## src/rtl/multdiv_pkg.sv

```systemverilog
// Shared definitions for the MultDiv unit: operand width, iteration count,
// divider state encoding and a two's-complement magnitude helper.
package multdiv_pkg;

    localparam int WIDTH      = 32;
    localparam int ITERATIONS = 32;
    localparam int COUNT_W    = $clog2(ITERATIONS + 1);

    typedef enum logic [1:0] {
        IDLE,
        RUN,
        FIX
    } div_state_t;

    // |0x80000000| wraps back to 0x80000000, which is the correct unsigned magnitude.
    function automatic logic [WIDTH-1:0] magnitude(input logic [WIDTH-1:0] v);
        return v[WIDTH-1] ? -v : v;
    endfunction

endpackage

```

## src/rtl/div_step.sv

```systemverilog
// One restoring-division iteration: shift the next dividend bit into the
// partial remainder and subtract the divisor when it fits.
module div_step #(
    parameter int WIDTH = 32
) (
    input  logic [WIDTH-1:0] i_rem,
    input  logic [WIDTH-1:0] i_quo,
    input  logic [WIDTH-1:0] i_divisor,
    output logic [WIDTH-1:0] o_rem,
    output logic [WIDTH-1:0] o_quo
);

    logic [WIDTH:0] w_shifted;
    logic [WIDTH:0] w_trial;

    assign w_shifted = {i_rem, i_quo[WIDTH-1]};
    assign w_trial   = w_shifted - {1'b0, i_divisor};

    // The partial remainder stays below the divisor, so its 33rd bit is always zero
    // and only the low WIDTH bits are carried between iterations.
    assign o_rem = w_trial[WIDTH] ? w_shifted[WIDTH-1:0] : w_trial[WIDTH-1:0];
    assign o_quo = {i_quo[WIDTH-2:0], ~w_trial[WIDTH]};

endmodule

```

## src/rtl/div.sv

```systemverilog
// Sequential signed divider for the MultDiv unit: restoring division on
// magnitudes over 32 cycles, then sign fix-up into the HI/LO entrance registers.
module div #(
    parameter int WIDTH = multdiv_pkg::WIDTH
) (
    input  logic             clock,
    input  logic             reset,
    input  logic [WIDTH-1:0] regA_out,
    input  logic [WIDTH-1:0] regB_out,
    input  logic             divControl,
    output logic [WIDTH-1:0] hi_entrance,
    output logic [WIDTH-1:0] lo_entrance,
    output logic             div_busy,
    output logic             div_done,
    output logic             div_zero
);
    import multdiv_pkg::*;

    div_state_t         r_state;
    div_state_t         w_next_state;
    logic               r_sa;
    logic               r_sb;
    logic               r_zero_pend;
    logic [WIDTH-1:0]   r_rem;
    logic [WIDTH-1:0]   r_quo;
    logic [WIDTH-1:0]   r_divisor;
    logic [COUNT_W-1:0] r_count;
    logic [WIDTH-1:0]   r_hi;
    logic [WIDTH-1:0]   r_lo;
    logic               r_busy;
    logic               r_done;
    logic               r_zero;
    logic [WIDTH-1:0]   w_next_rem;
    logic [WIDTH-1:0]   w_next_quo;
    logic               w_start;
    logic               w_accept;
    logic               w_zero_req;

    // A zero-divisor request posts its status one cycle later; starts are held off meanwhile.
    assign w_start    = (r_state == IDLE) && divControl && !r_zero_pend;
    assign w_accept   = w_start && (regB_out != '0);
    assign w_zero_req = w_start && (regB_out == '0);

    div_step #(.WIDTH(WIDTH)) u_step (
        .i_rem     (r_rem),
        .i_quo     (r_quo),
        .i_divisor (r_divisor),
        .o_rem     (w_next_rem),
        .o_quo     (w_next_quo)
    );

    // NOTE: sequential state uses non-blocking assignments so every register
    // samples pre-edge values, independent of statement order.
    always_ff @(posedge clock) begin
        if (reset) r_state <= IDLE;
        else       r_state <= w_next_state;
    end

    // NOTE: the default assignment first keeps this block free of inferred latches.
    always_comb begin
        w_next_state = r_state;
        case (r_state)
            IDLE:    if (w_accept) w_next_state = RUN;
            RUN:     if (r_count == COUNT_W'(1)) w_next_state = FIX;
            FIX:     w_next_state = IDLE;
            default: w_next_state = IDLE;
        endcase
    end

    always_ff @(posedge clock) begin
        if (reset) begin
            r_sa        <= 1'b0;
            r_sb        <= 1'b0;
            r_zero_pend <= 1'b0;
            r_rem       <= '0;
            r_quo       <= '0;
            r_divisor   <= '0;
            r_count     <= '0;
            r_hi        <= '0;
            r_lo        <= '0;
            r_busy      <= 1'b0;
            r_done      <= 1'b0;
            r_zero      <= 1'b0;
        end else begin
            r_done <= 1'b0;

            if (r_zero_pend) begin
                r_zero_pend <= 1'b0;
                r_zero      <= 1'b1;
                r_done      <= 1'b1;
            end

            if (w_zero_req) r_zero_pend <= 1'b1;

            if (w_accept) begin
                r_sa      <= regA_out[WIDTH-1];
                r_sb      <= regB_out[WIDTH-1];
                r_rem     <= '0;
                r_quo     <= magnitude(regA_out);
                r_divisor <= magnitude(regB_out);
                r_count   <= COUNT_W'(ITERATIONS);
                r_zero    <= 1'b0;
                r_busy    <= 1'b1;
            end

            if (r_state == RUN) begin
                r_rem   <= w_next_rem;
                r_quo   <= w_next_quo;
                r_count <= r_count - COUNT_W'(1);
            end

            // Truncating division: the remainder carries the dividend's sign.
            if (r_state == FIX) begin
                r_lo   <= (r_sa ^ r_sb) ? -r_quo : r_quo;
                r_hi   <= r_sa ? -r_rem : r_rem;
                r_done <= 1'b1;
                r_busy <= 1'b0;
            end
        end
    end

    assign hi_entrance = r_hi;
    assign lo_entrance = r_lo;
    assign div_busy    = r_busy;
    assign div_done    = r_done;
    assign div_zero    = r_zero;

endmodule
```

## config.mk

```make
export PLATFORM = sky130hd
export DESIGN_NAME = div
export DESIGN_NICKNAME = d
export VERILOG_FILES = /design/src/rtl/multdiv_pkg.sv /design/src/rtl/div_step.sv /design/src/rtl/div.sv
export SDC_FILE = /design/constraint.sdc
export NUM_CORES = 1
export LEC_CHECK = 0
export CORE_UTILIZATION = 58
export CTS_BUF_LIST = sky130_fd_sc_hd__clkbuf_8
export CTS_CLUSTER_DIAMETER = 200
export DETAILED_ROUTE_END_ITERATION = 16
export GPL_ROUTABILITY_DRIVEN = 0
export PLACE_DENSITY_LB_ADDON = 0.08
export REMOVE_ABC_BUFFERS = 1
export SETUP_SLACK_MARGIN = 0.02
export SYNTH_ARGS = -nofsm -noshare
export SYNTH_HDL_FRONTEND = slang
export SYNTH_SLANG_ARGS = --single-unit
```

## constraint.sdc

```tcl
create_clock -name clock -period 4.7 [get_ports clock]
set_input_delay 1.41 -clock clock [delete_from_list [all_inputs] [get_ports clock]]
set_output_delay 1.41 -clock clock [all_outputs]
set_load 0.03 [all_outputs]
```

* Yosys cells after proc, flatten, opt, wreduce, memory -nomap -nowiden
Index checks and enable logic that the tools add are counted.
** Word-level totals
- Register bits after elaboration :: 174
- Latch bits :: 0
- Memory bits (writable) :: 0
- Bits in read-only memories :: 0
- Input port bits :: 67
- Output and inout port bits :: 67
- Logic and storage cells :: 55
- Memories kept :: 0
** Cells by class
- Add/subtract/negate cells :: 6
- $mul :: 0
- Div/mod/pow operators :: 0
- Order comparisons :: 0
- Eq/ne operators :: 5
- Shift operators :: 0
- Mux-type cells :: 17
- Bitwise gates (word level) :: 2
- Reductions and logical operators :: 12
** Operators with widths (number)
- 32-bit two-way mux :: 9
- 32-bit negation :: 4
- 33-bit by 32-bit subtractor with 33-bit output :: 1
- 32-bit logical NOT :: 1
- 32-bit nonzero test :: 1
- 6-bit two-way mux :: 2
- 6-bit by 1-bit == test with 1-bit output (second input constant) :: 1
- 6-bit by 1-bit subtractor with 6-bit output (second input constant) :: 1
- 1-bit logical AND :: 4
- 2-bit two-way mux :: 2
- 2-bit != test (second input constant) :: 2
- 2-bit case mux with 2 select lines :: 1
- 2-bit OR reduction :: 2
- 1-bit two-way mux :: 3
- 2-bit by 1-bit == test with 1-bit output (second input constant) :: 1
- 2-bit == test (second input constant) :: 1
- 2-bit logical NOT :: 1
- 2-bit AND reduction :: 1
- 2-bit nonzero test :: 1
- 1-bit logical NOT :: 1
- 1-bit NOT :: 1
- 1-bit bitwise XOR :: 1

* Longest topological paths before layout
Gate-level depths: netlist of the first run.
- Word-level depth :: 6
- Gate-level depth with buffers :: 13
- Mapped depth without buffers :: 12

* Cells and area by module
A second synthesis of the first run with hierarchy kept.
** Unflattened totals
- Cells, all modules :: 1363
- Area total of the unflattened synthesis :: 11269.6 µm²
** Modules (own cells, without submodules)
- div :: times used 1, cells each 1023, area each 8719.6 µm², sequential area each 3483.3 µm²
- div_step :: times used 1, cells each 340, area each 2549.9 µm², sequential area each 0.0 µm²

* Worst setup path after synthesis of the first run
Ideal clock, no wire load.
- Path type :: input port to flip-flop
- Start point :: input regA_out[12]
- End point :: register r_quo[26]
- Setup time :: 0.070 ns
- Arrival :: 3.645 ns
- Required time :: 4.630 ns
- Slack :: 0.984 ns
- Stages on the path :: 8
- Buffers on the path :: 0
- Cells stage by stage :: or4_4 -> or4_4 -> or3_4 -> or3_4 -> o41ai_4 -> xnor2_1 -> nand2_1 -> a21oi_1
** Between the ends
- Cells in the longest elaborated chain, start to end :: 4
** RTL lines
- start: declaration :: RTL line div.sv:8 : input logic [WIDTH-1:0] regA_out,
- 32-bit negation :: RTL line multdiv_pkg.sv:17 : return v[WIDTH-1] ? -v : v;
- 32-bit two-way mux :: RTL line multdiv_pkg.sv:17
- 32-bit two-way mux :: RTL line div.sv:95 : if (w_accept) begin
- 32-bit two-way mux :: RTL line div.sv:106 : if (r_state == RUN) begin
- end signal: assignment :: RTL line div.sv:99 : r_quo <= magnitude(regA_out);
- end signal: assignment :: RTL line div.sv:108 : r_quo <= w_next_quo;
- end: declaration :: RTL line div.sv:25 : logic [WIDTH-1:0] r_quo;
No other way between the ends. The select of a mux whose other input is x is not followed.
A chain may end at the register's enable or synchronous reset.

* Worst setup path in the final report of the first run
- Start point :: input regB_out[16]
- End point :: register r_quo[17]
** Between the ends
- Cells in the longest elaborated chain, start to end :: 3
** RTL lines
- start: declaration :: RTL line div.sv:9 : input logic [WIDTH-1:0] regB_out,
- 32-bit nonzero test :: RTL line div.sv:41 : assign w_accept = w_start && (regB_out != '0);
- 1-bit logical AND :: RTL line div.sv:41
- 2-bit nonzero test (no line)
No other way between the ends.

==> impl_metrics.env, run 1 <==
export IMPL_run_status="complete, no violations"
export IMPL_hold_viol=0
export IMPL_area_delta_synth_final_pct=18.16
export IMPL_crit_path_max_fanout=24
export IMPL_die_x_um=135.8
export IMPL_p_leak_nw=4.763
export IMPL_drv_slew=0
export IMPL_path_clk_slew_ns=0.09
export IMPL_fp_dieArea_mm2=0.01843
export IMPL_cts_max_level=4
export IMPL_p_per_area_mw_per_mm2=598.5
export IMPL_wire_per_inst_um=15.65
export IMPL_cts_inserted_buffers=17
export IMPL_row_count=48
export IMPL_synth_area_mm2=0.01038
export IMPL_pwr_share_clk_pct=14.0
export IMPL_seq_power_share_pct=26.3
export IMPL_min_period_ns=4.054
export IMPL_setup_violations=0
export IMPL_p_int_mw=3.995
export IMPL_layout_drive_gt1_share_pct=5.786
export IMPL_cts_resized=0
export IMPL_ys_warn_count=0
export IMPL_syn_area_per_cell_um2=8.064
export IMPL_clock_path_buffers=2
export IMPL_p_sw_mw=3.344
export IMPL_cts_tree="done"
export IMPL_rsz0062_at_grt="no"
export IMPL_tightest_slew_ns=1.077
export IMPL_synth_edf_count=0
export IMPL_multi_input_area_mm2=0.006431
export IMPL_grt_max_degree=67
export IMPL_routed_wl_mm=25.45
export IMPL_place_hpwl_mm=18.23
export IMPL_grt_use_total_pct=28.29
export IMPL_dr_pass1_iters=5
export IMPL_clk_latency_ns=0.47
export IMPL_postLayoutCoreUtil_pct=70.65
export IMPL_stdcell_count=1626
export IMPL_coreArea_mm2=0.01736
export IMPL_remaining_drc_errors=0
export IMPL_grt_pass1_vias=8367
export IMPL_hp_class="register to register"
export IMPL_holdBufCountCts=0
export IMPL_endpoint_kind="register"
export IMPL_final_common_cell="dfxtp_1"
export IMPL_grt_first_pass_wirelength_mm=41.34
export IMPL_initial_core_util_pct=59.80
export IMPL_final_nets=1494
export IMPL_drtIter0Drc=760
export IMPL_switching_share_pct=45.57
export IMPL_slew_headroom_pct=28.20
export IMPL_synth_ff_type="dfxtp_1"
export IMPL_cts_root_buf="clkbuf_8"
export IMPL_critPathLaunchType="input pin"
export IMPL_synthDistinctLibCells=63
export IMPL_grt_overflow=0
export IMPL_dp_cells=1594
export IMPL_crit_required_ns=5.03
export IMPL_port_buffers=133
export IMPL_crit_type="input pin to register"
export IMPL_synth_async_reset_ratio_pct=0
export IMPL_combPwrFrac_pct=59.7
export IMPL_cts_sinks=174
export IMPL_vias=9525
export IMPL_post_cts_setup_buffers=0
export IMPL_antenna_found_initial=1
export IMPL_synth_yosys_seq_area_share_pct=33.56
export IMPL_fill_cells=1482
export IMPL_die_h_um=135.8
export IMPL_ys_ff_latch=174
export IMPL_netlist_instances=1287
export IMPL_antenna_left=0
export IMPL_post_route_period_util_pct=86.26
export IMPL_worstPathArrival_ns=4.38
export IMPL_regToRegSetupSlack_ns=1.19
export IMPL_seq_area_mm2=0.003483
export IMPL_boundaryPins=134
export IMPL_via_per_inst=5.858
export IMPL_max_vdd_ir_drop_uv=634.2
export IMPL_skew_ns=0.01232
export IMPL_maxCapViolations=0
export IMPL_most_common_layout_cells="174 x dfxtp_1, 166 x nand2_1, 137 x o21ai_0, 132 x clkdlybuf4s50_1, 112 x nor2_1"
export IMPL_fmax_mhz=246.7
==> path summary, 6_finish.rpt <==
path | depth (start not counted) | endpoint | from
setup / recovery | 11 | r_quo[17] | regB_out[16]
hold / removal | 2 | lo_entrance[27] | lo_entrance[27]
setup reg to reg | 11 | r_rem[29] | r_quo[31]
hold reg to reg | 2 | lo_entrance[27] | lo_entrance[27]
==> cells by family (layout without fill, tap and decap cells) <==
logic type / count (synthesis) / after routing / share of synthesized area (%)
mux: 28 / 28 / 2.700
fa+ha+maj: 39 / 39 / 4.774
flops: 174 / 174 / 33.56
compound gates: 377 / 377 / 23.42
other cells: 0 / 1 / 0
xor+xnor: 150 / 150 / 12.66
simple gates: 402 / 402 / 18.22
buf+inv: 117 / 230 / 4.665
==> power by group through the flow <==
stage / clock network [mW] / registers (mW) / logic (mW)
after global routing: 1.09 / 1.97 / 4.84
after global placement: 0 / 1.95 / 4.25
after detailed placement: 0 / 1.96 / 4.32
after CTS: 1.03 / 1.92 / 4.35
final: 1.02 / 1.93 / 4.38
after floorplan: 0 / 1.89 / 3.32
==> state kept, by name, indices dropped and copies added, names as in the netlist, 2 cells and up <==
signal,cells
hi_entrance,32
r_rem,32
r_count,6
r_state,2
r_divisor,32
lo_entrance,32
r_quo,32
==> final cells by class <==
type / instances / area share, %
clock inverters: 12 / 0.9183
multi-input cells: 996 / 52.44
inverters: 45 / 1.377
diodes: 1 / 0.02041
flip-flops and latches: 174 / 28.41
well taps: 225 / 2.296
clock buffers: 19 / 2.132
repair buffers: 154 / 12.41
==> Yosys cell counts, types with 15 or more instances <==
master,number,area share [%]
dfxtp_1,174,34
nand2_1,166,6.0
o21ai_0,137,6.6
nor2_1,114,4.1
xor2_1,86,7.3
xnor2_1,64,5.4
a21oi_1,62,3.0
clkbuf_1,51,1.8
inv_1,45,1.6
ha_1,38,4.6
a211oi_1,32,2.3
o31ai_1,31,2.2
mux2i_1,28,2.7
a221oi_1,17,1.4
nor3_1,16,0.77
o41ai_1,16,1.4
a21o_1,15,1.1
a22oi_1,15,1.1
==> critical path, cell delays in order <==
cell             delay (ns)
clkdlybuf4s50_1        0.47
or4_1                  0.54
or3_1                  0.40
nor3b_1                0.30
nand3b_1               0.18
nor3_2                 0.27
or2_2                  0.24
buf_12                 0.18
nor2_1                 0.06
a221oi_1               0.26
nor2_1                 0.07
==> through the flow <==
step	power (mW)	instance area, µm²	setup TNS [ns]	setup slack, ns	hold slack [ns]
6_report	7.339	12260	0	0.6457	0.4553
5_1_grt	7.900	12260	0	0.3888	0.4798
4_1_cts	7.302	12260	0	0.6731	0.4594
3_5_place_dp	6.283	11890	0	0.1986	0.4406
3_3_place_gp	6.199	11890	0	0.2702	0.4322
2_1_floorplan	5.206	10060	-19.22	-0.6306	0.4340
==> metal layers <==
layer	vias to the layer above	track usage, %	share of wire, %
met3	30	3.629	5.3
met2	267	45.55	46
li1	4782	-	-
met1	4446	38.65	47
met4	0	9.988	1.8
met5	-	0	0
(Power assumes the default switching activity.)
==> run 2, diff against run 1 <==
==> constraint.sdc (replaced) <==
create_clock -name clock -period 4.7 [get_ports clock]
set_input_delay 1.41 -clock clock [delete_from_list [all_inputs] [get_ports clock]]
set_output_delay 1.41 -clock clock [all_outputs]
set_load 0.005 [all_outputs]
==> results of run 2 <==
The final DEF is identical to that of run 1. Status: complete, no violations.
Among the figures that moved: total power 7.339 mW -> 7.332 mW; worst IR drop on VDD 634.2 µV -> 634.1 µV
